--- src/rtl/loader_pkg.sv ---
// Shared types and constants for the boot-time program loader.
// Holds the loader FSM state encoding and the stream header layout.
package loader_pkg;

    typedef enum logic [2:0] {
        HDR0,
        HDR1,
        LOAD,
        FIN,
        DONE,
        ERR
    } state_t;

    // The stream header is a little-endian 16-bit word count.
    localparam int HDR_BYTES = 2;
    localparam int N_W       = 8 * HDR_BYTES;

    function automatic logic accepts_bytes(state_t s);
        return (s == HDR0) || (s == HDR1) || (s == LOAD);
    endfunction

endpackage

--- src/rtl/prog_loader_if.sv ---
// Byte-stream input and instruction-memory write port of the program loader.
// The loader is the slave of the stream and the master of the write port.
interface prog_loader_if;

    logic        in_valid;
    logic [7:0]  in_data;
    logic        in_ready;
    logic        imem_we;
    logic [31:0] imem_addr;
    logic [31:0] imem_wdata;

    modport master (
        output in_valid, in_data,
        input  in_ready, imem_we, imem_addr, imem_wdata
    );

    modport slave (
        input  in_valid, in_data,
        output in_ready, imem_we, imem_addr, imem_wdata
    );

endinterface

--- src/rtl/byte_packer.sv ---
// Little-endian 4-byte word assembler: the first byte of each group lands in word[7:0].
// word_valid pulses combinationally while the 4th byte of a word is being accepted.
module byte_packer (
    input  logic        clk,
    input  logic        clear,
    input  logic        byte_valid,
    input  logic [7:0]  byte_data,
    output logic        word_valid,
    output logic [31:0] word
);

    logic [1:0]  cnt_q;
    logic [23:0] shift_q;

    // NOTE: sequential state uses non-blocking assignments so every flop samples pre-edge values.
    always_ff @(posedge clk) begin
        if (clear) begin
            cnt_q   <= '0;
            shift_q <= '0;
        end else if (byte_valid) begin
            cnt_q   <= cnt_q + 2'd1;
            shift_q <= {byte_data, shift_q[23:8]};
        end
    end

    // After three bytes shift_q is {b2, b1, b0}; the live 4th byte completes the word.
    assign word_valid = byte_valid && (cnt_q == 2'd3);
    assign word       = {byte_data, shift_q};

endmodule

--- src/rtl/prog_loader.sv ---
// Boot-time program loader: parses a word-count header, writes the image into
// instruction memory word by word and holds the core in reset until it is complete.
module prog_loader
    import loader_pkg::*;
#(
    parameter int DEPTH_WORDS = 64
) (
    input  logic          clk,
    input  logic          reset,
    prog_loader_if.slave  bus,
    output logic          core_reset,
    output logic          done,
    output logic          err
);

    localparam int K_W = $clog2(DEPTH_WORDS + 1);

    state_t         state_q, state_d;
    logic [N_W-1:0] n_q;
    logic [N_W-1:0] n_full;
    logic [K_W-1:0] k_q;
    logic           xfer;
    logic           load_xfer;
    logic           word_valid;
    logic           last_word;
    logic [31:0]    word;

    assign xfer      = bus.in_valid & bus.in_ready;
    assign load_xfer = xfer && (state_q == LOAD);
    assign n_full    = {bus.in_data, n_q[7:0]};
    assign last_word = word_valid && ((N_W'(k_q) + N_W'(1)) == n_q);

    byte_packer u_packer (
        .clk        (clk),
        .clear      (reset),
        .byte_valid (load_xfer),
        .byte_data  (bus.in_data),
        .word_valid (word_valid),
        .word       (word)
    );

    always_ff @(posedge clk) begin
        if (reset) state_q <= HDR0;
        else       state_q <= state_d;
    end

    // NOTE: state_d gets its default before the case so no path leaves it unassigned (no latch).
    always_comb begin
        state_d = state_q;
        unique case (state_q)
            HDR0: if (xfer) state_d = HDR1;
            HDR1: begin
                if (xfer) begin
                    if (n_full == '0)                    state_d = FIN;
                    else if (n_full > N_W'(DEPTH_WORDS)) state_d = ERR;
                    else                                 state_d = LOAD;
                end
            end
            LOAD: if (last_word) state_d = FIN;
            FIN:  state_d = DONE;
            DONE: state_d = DONE;
            ERR:  state_d = ERR;
            default: state_d = HDR0;
        endcase
    end

    // Header, word counter and all outputs are registered; outputs follow the next state.
    always_ff @(posedge clk) begin
        if (reset) begin
            n_q            <= '0;
            k_q            <= '0;
            bus.in_ready   <= 1'b0;
            bus.imem_we    <= 1'b0;
            bus.imem_addr  <= '0;
            bus.imem_wdata <= '0;
            core_reset     <= 1'b1;
            done           <= 1'b0;
            err            <= 1'b0;
        end else begin
            if (xfer && state_q == HDR0) n_q[7:0]     <= bus.in_data;
            if (xfer && state_q == HDR1) n_q[N_W-1:8] <= bus.in_data;
            if (word_valid) begin
                k_q            <= k_q + K_W'(1);
                bus.imem_addr  <= 32'(k_q) << 2;
                bus.imem_wdata <= word;
            end
            bus.imem_we  <= word_valid;
            bus.in_ready <= accepts_bytes(state_d);
            core_reset   <= (state_d != DONE);
            done         <= (state_d == DONE);
            err          <= (state_d == ERR);
        end
    end

endmodule

--- src/flat_wrapper.sv ---
// flat-port wrapper written by rule: the top's interface ports become plain ports
module prog_loader_flat import loader_pkg::*;
#(
    parameter int DEPTH_WORDS = 64
)
  (clk, reset, core_reset, done, err, bus_in_valid, bus_in_data, bus_in_ready, bus_imem_we, bus_imem_addr, bus_imem_wdata);
  prog_loader_if bus_i ();
  input  logic clk;
  input  logic reset;
  output logic core_reset;
  output logic done;
  output logic err;
  input wire logic [$bits(bus_i.in_valid)-1:0] bus_in_valid;
  input wire logic [$bits(bus_i.in_data)-1:0] bus_in_data;
  output wire logic [$bits(bus_i.in_ready)-1:0] bus_in_ready;
  output wire logic [$bits(bus_i.imem_we)-1:0] bus_imem_we;
  output wire logic [$bits(bus_i.imem_addr)-1:0] bus_imem_addr;
  output wire logic [$bits(bus_i.imem_wdata)-1:0] bus_imem_wdata;
  assign bus_i.in_valid = bus_in_valid;
  assign bus_i.in_data = bus_in_data;
  assign bus_in_ready = bus_i.in_ready;
  assign bus_imem_we = bus_i.imem_we;
  assign bus_imem_addr = bus_i.imem_addr;
  assign bus_imem_wdata = bus_i.imem_wdata;
  prog_loader #(.DEPTH_WORDS(DEPTH_WORDS)) u_core (.clk(clk), .reset(reset), .bus(bus_i), .core_reset(core_reset), .done(done), .err(err));
endmodule
--- config.mk ---
export PLATFORM = sky130hd
export DESIGN_NAME = prog_loader_flat
export DESIGN_NICKNAME = d
export VERILOG_FILES = /design/src/rtl/loader_pkg.sv /design/src/rtl/prog_loader_if.sv /design/src/rtl/byte_packer.sv /design/src/rtl/prog_loader.sv /design/src/flat_wrapper.sv
export SDC_FILE = /design/constraint.sdc
export NUM_CORES = 1
export LEC_CHECK = 0
export ABC_AREA = 0
export CORE_MARGIN = 3
export CORE_UTILIZATION = 46
export DETAILED_ROUTE_END_ITERATION = 8
export MAX_ROUTING_LAYER = met4
export PLACE_DENSITY_LB_ADDON = 0.12
export SLEW_MARGIN = 5
export SYNTH_ARGS = -nofsm -noshare
export SYNTH_HDL_FRONTEND = slang
export SYNTH_SLANG_ARGS = --single-unit
--- constraint.sdc ---
create_clock -name clk -period 1.9 [get_ports clk]
set_clock_uncertainty 0.2 [all_clocks]
set_input_delay 0.475 -clock clk [delete_from_list [all_inputs] [get_ports clk]]
set_output_delay 0.475 -clock clk [all_outputs]
set_load 0.1 [all_outputs]
# Yosys cells after proc, flatten, opt, wreduce, memory -nomap -nowiden
# Cells that the tools add are included.
dict set report totals {
  inputBits 11
  out_inout_bits 69
  regBits 96
  elab_cells 47
}
dict set report classes {
  n_bitwise 1
  n_lt_le_gt_ge 1
  addsub 3
  muxes 6
  reduce_logical 11
  n_eq_ne 12
}
# op n
set ops {}
lappend ops {{16-bit == test} 1}
lappend ops {{16-bit by 7-bit greater-than comparator with 1-bit output, second input constant} 1}
lappend ops {{16-bit zero test} 1}
lappend ops {{3-bit two-way mux} 5}
lappend ops {{3-bit case mux with 5 select lines} 1}
lappend ops {{3-bit == test, second input constant} 4}
lappend ops {{3-bit by 2-bit == test with 1-bit output, second input constant} 3}
lappend ops {{7-bit by 1-bit adder with 8-bit output, second input constant} 1}
lappend ops {{7-bit by 1-bit adder with 7-bit output, second input constant} 1}
lappend ops {{3-bit by 1-bit == test with 1-bit output, second input constant} 2}
lappend ops {{3-bit zero test} 2}
lappend ops {{1-bit logical AND} 5}
lappend ops {{3-bit inequality test, second input constant} 1}
lappend ops {{2-bit by 1-bit adder with 2-bit output, second input constant} 1}
lappend ops {{2-bit == test, second input constant} 1}
lappend ops {{1-bit logical OR} 2}
lappend ops {{2-bit OR reduction} 1}
lappend ops {{1-bit bitwise AND} 1}

# Logic depth before layout (Yosys ltp)
dict set report depth {
  ltp_word 9
  ltp_mapped 7
  ltp_nobuf 7
}

# Hierarchy
# A second synthesis with hierarchy kept.
dict set report unflattened {
  cells_unflattened 410
  hier_area_um2 4003.8
}
# mod area_each_um2 seq_area_each_um2 n_inst cells_per_inst
set modules_own_cells {}
lappend modules_own_cells {prog_loader 2980.4 1401.3 1 316}
lappend modules_own_cells {byte_packer 1023.5 520.5 1 94}

# Worst setup path before layout
# No wires, ideal clock.
dict set report synth_path {
  kind {register -> register}
  start {register u_core.bus.in_ready}
  end {register u_core.bus.in_ready}
  setup_time_ps 115
  path_slack_ps -689
  path_stages_with_launch 7
  t_arrival_ps 2274
  path_buffers 0
  cell_sequence {dfxtp_1 nand2_1 nor3_4 nand2_4 nor4_1 a31oi_1 o21a_1}
}
dict set report synth_via {
  elab_chain_len 9
  word_cells_on_any_way 13
  classes_between {eq/ne (2); mux (4); bitwise (1); reduce/logical (6)}
}
# element line
set synth_rtl {}
lappend synth_rtl {{from (decl)} prog_loader_if.sv:19} ;# output in_ready, imem_we, imem_addr, imem_wdata
lappend synth_rtl {{from (signal assigned)} prog_loader.sv:88} ;# bus.in_ready <= accepts_bytes(state_d);
lappend synth_rtl {{1-bit bitwise AND *} prog_loader.sv:28} ;# assign xfer = bus.in_valid & bus.in_ready;
lappend synth_rtl {{1-bit logical AND} prog_loader.sv:29} ;# assign load_xfer = xfer && (state_q == LOAD);
lappend synth_rtl {{1-bit logical AND} byte_packer.sv:27} ;# assign word_valid = byte_valid && (cnt_q == 2'd3);
lappend synth_rtl {{1-bit logical AND} prog_loader.sv:31} ;# assign last_word = word_valid && ((N_W'(k_q) + N_W'(1)) == n_q);
lappend synth_rtl {{3-bit two-way mux} prog_loader.sv:59} ;# LOAD: if (last_word) state_d = FIN;
lappend synth_rtl {{3-bit case mux with 5 select lines *} prog_loader.sv:50} ;# unique case (state_q)
lappend synth_rtl {{3-bit by 1-bit == test with 1-bit output or 3-bit zero test (tied branches)} loader_pkg.sv:19} ;# return (s == HDR0) || (s == HDR1) || (s == LOAD);
lappend synth_rtl {{1-bit logical OR} loader_pkg.sv:19}
lappend synth_rtl {{1-bit logical OR *} loader_pkg.sv:19}
# Every way passes the cells marked *; elsewhere a longest branch is shown, timed or not.
# A chain may end at the register's enable or synchronous reset.

# Worst setup path in the final report
dict set report layout_path {
  start {input port bus_in_data[0]}
  end {register u_core.bus.in_ready}
}
dict set report layout_via {
  elab_chain_len 8
  word_cells_on_any_way 11
  classes_between {order compare (1); eq/ne (2); mux (4); reduce/logical (4)}
}
# element line
set layout_rtl {}
lappend layout_rtl {{from (decl)} flat_wrapper.sv:14} ;# input wire logic [$bits(bus_i.in_data)-1:0] bus_in_data;
lappend layout_rtl {{16-bit by 7-bit greater-than comparator with 1-bit output} prog_loader.sv:55} ;# else if (n_full > N_W'(DEPTH_WORDS)) state_d = ERR;
lappend layout_rtl {{3-bit two-way mux} prog_loader.sv:55}
lappend layout_rtl {{3-bit two-way mux *} prog_loader.sv:54} ;# if (n_full == '0) state_d = FIN;
lappend layout_rtl {{3-bit two-way mux *} prog_loader.sv:53} ;# if (xfer) begin
lappend layout_rtl {{3-bit case mux with 5 select lines *} prog_loader.sv:50}
lappend layout_rtl {{3-bit by 1-bit == test with 1-bit output or 3-bit zero test (tied branches)} loader_pkg.sv:19}
lappend layout_rtl {{1-bit logical OR} loader_pkg.sv:19}
lappend layout_rtl {{1-bit logical OR *} loader_pkg.sv:19}
# Marks and branches as above.

==> run_results.csv <==
group,metric,value,unit
status,status,"finished with violations",
status,failed_checks,"negative setup slack",
die,io_pins,80,
die,dieArea,9520,sq um
setup_path,crit_fanout,3,
route,top_layer_used,"met4",
place,post-place-ws,-0.628,ns
die,initial_utilization,48.7,%
setup_path,worst-path-buf-inv,1,
grt,grt_pass1_vias,3056,
setup_path,r2r_cells,7,
grt,grtUsageTotal,19.2,%
synth,synth_area_leaders,"dfxtp_1 (50%), nand2_1 (13%), a21oi_1 (9.5%), buf_4 (5.8%), mux2i_1 (3.9%)",
synth,ys.flop_type,"dfxtp_1",
cts,cts_tree,"yes",
setup_path,worstPathRequired,2.01,ns
final_layout,multi_input_area,1830,sq um
power_and_ir_drop,worst_ir_drop_vdd,0.449,mV
timing,worst_slack,-0.0205,ns
final_layout,n_antenna_cell,0,
die,die_w,97.6,um
flow_run,drv_cap,0,
final_layout,nets,558,
cts,cts_hold_buf,0,
timing,hold_ws,0.232,ns
grt,grt_max_degree,89,
setup_path,path_cells,"clkdlybuf4s50_1 -> nor4_2 -> nand3_2 -> a21oi_4 -> o21ai_1 -> a221oi_2 -> o21a_1",
worst_hold_path,min_path_type,"input pin to register",
route,vias,3271,
die,die_y,97.6,um
route,drtIter0Drc,185,
route,wl_per_cell,13.6,um
place,post-place-cells,633,
place,hpwl,6230,um
synth,avgSynthCellArea,8.23,sq um
grt,grt_first_pass_wirelength,14700,um
final_layout,final_cell_mix,"nand2_1 (135), dfxtp_1 (90), a21oi_1 (71)",
setup_path,setup.worst_path.class,"input pin to register",
final_layout,ff_latch_area,1930,sq um
route,drc,0,
cts,cts_sinks,96,
synth,synth-seq-cells,96,
place,gp_congestion,0.878,
cts,cts.htree.levels,3,
timing,hold_violations,0,
synth,netlist_area,3860,sq um
timing,final_max_slew_viol_count,0,
cts,clk_pin_slew,0.10,ns
setup_path,end_kind,"register",
route,drt-total-wl,8870,um
power_and_ir_drop,leakage,2.01,nW
final_layout,n_fill_cell,626,
synth,yosysTopAreaCell,"dfxtp_1",
final_layout,syn_to_final_growth,40.8,%
final_layout,final_common_cell,"nand2_1",
timing,post-route-min-period,1.92,ns
setup_path,critPathTopFamily,"compound AO/OA/AOI/OAI gates",
route,wl_met2,4240,um
setup_path,critPathSlowestCell,"clkdlybuf4s50_1",
final_layout,layout-drive-gt1-share,24.2,%
die,num_rows,32,
synth,synthCells,469,
synth,ys_warn_count,0,
worst_hold_path,hold_depth,3,
synth,yosysTopAreaCellShare,49.8,%
setup_path,critical_path.startpoint_type,"input pin",
timing,setup_viol,1,
final_layout,instances_no_fill,652,
synth,ys_types,39,
setup_path,path_depth,7,
timing,fmax,0.521,GHz
cts,cts_root_buffer,"clkbuf_8",
place,placed_cell_area,5090,sq um
cts,clk_latency,0.38,ns
route,dr_wl_met3,525,um
cts,cts_buffers,9,
timing,rsz0062_at_grt,"true",
final_layout,postLayoutCellArea,5430,sq um
synth,synth_edf_count,0,
route,ant_nets,0,
grt,antenna_found_initial,0,
place,io_buffers,54,
route,first_pass_iters,4,
grt,overflow,0,
setup_path,max_stage_delay,0.47,ns
setup_path,arrival,2.03,ns
synth,yosysSeqAreaShare,49.8,%
power_and_ir_drop,p_per_area,706,nW/um^2
cts,clockBufferDepth,2,
synth,postSynth.asyncResetShare,0,%
route,wl_met1,3930,um
route,vias_per_cell,5.02,
final_layout,utilization,68.5,%
die,core,7930,sq um
timing,fin_crit_sh,101,%
==> layer usage <==
metal / GRT usage (%) / vias to the layer above
li1: - / 1646
met1: 25.0 / 1520
met4: 7.77 / 0
met2: 29.4 / 93
met3: 3.66 / 12
met5: - / -
==> layout make-up <==
type                            instances  area share [%]
Timing Repair Buffer                   93            24.4
Clock inverter                          7            1.50
Sequential cell                        96            35.6
Clock buffer                            9            2.28
Multi-Input combinational cell        341            33.6
Tap cell                              102            2.35
Inverter                                4           0.276
==> sequential cells by signal, indices dropped and copies added (netlist names) <==
register	flops
u_core.n_q	16
u_core.k_q	7
u_core.bus.imem_we	1
u_core.core_reset	1
u_core.err	1
u_core.state_q	3
u_core.bus.imem_addr	7
u_core.u_packer.cnt_q	2
u_core.bus.in_ready	1
u_core.u_packer.shift_q	24
u_core.bus.imem_wdata	32
u_core.done	1
==> stage by stage <==
step	TNS, ns	total power [mW]
3_3_place_gp	-26.50	2.53
3_5_place_dp	-28.00	2.53
5_1_grt	-0.254	3.98
2_1_floorplan	0	2.47
6_report	-0.0205	3.83
4_1_cts	0	3.85
==> cells in the mapped netlist (2+ instances only) <==
library cell / number
nor4_1: 5
or3_1: 3
mux2i_1: 15
inv_1: 4
o21ai_0: 5
xnor2_1: 6
or2_2: 2
nor3_4: 2
and3_1: 2
o22ai_1: 2
and2_1: 2
clkbuf_1: 20
buf_2: 2
a21oi_1: 73
dfxtp_1: 96
nand2b_1: 2
ha_1: 2
nand2_1: 137
nand3_1: 5
xor2_1: 7
buf_4: 30
nor2_1: 30
==> path summary, 6_finish.rpt <==
path	slack, ns	start	end
min	0.23	reset	u_core.state_q[1]
min reg2reg	0.26	u_core.u_packer.shift_q[2]	u_core.bus.imem_wdata[2]
max	-0.02	bus_in_data[0]	u_core.bus.in_ready
max reg2reg	0.05	u_core.k_q[0]	u_core.bus.in_ready
==> where the power goes <==
group | total (mW) | switching, mW | internal, mW | leakage [nW]
registers | 2.05 | 0.0217 | 2.03 | 0.778
clock network | 1.32 | 0.795 | 0.527 | 0.104
logic | 0.462 | 0.354 | 0.108 | 1.13
total | 3.83 | 1.17 | 2.66 | 2.01
==> kinds of logic after synthesis <==
kind of cell | count (synthesis) | share of synthesized area [%]
compound gates | 87 | 12.0
xor+xnor | 13 | 2.95
fa+ha+maj | 2 | 0.648
buf+inv | 56 | 8.43
flops | 96 | 49.8
mux | 15 | 3.89
other cells | 1 | 0.0972
simple gates | 199 | 22.2
==> tightest hold or removal path: cells and delay by family <==
family | cells | cell delay, ns
buffers and inverters | 2 | 0.24
and+or+nand+nor | 1 | 0.06
==> repair_timing <==
action / CTS / global route
endpoints found under the setup margin: 5 / 43
pin swaps: 8 / 6
setup buffers: 2 / 1
endpoints found under the hold margin: 0 / 0
resized for setup: 10 / 20
Note: power is estimated with default switching activity, not from simulation.
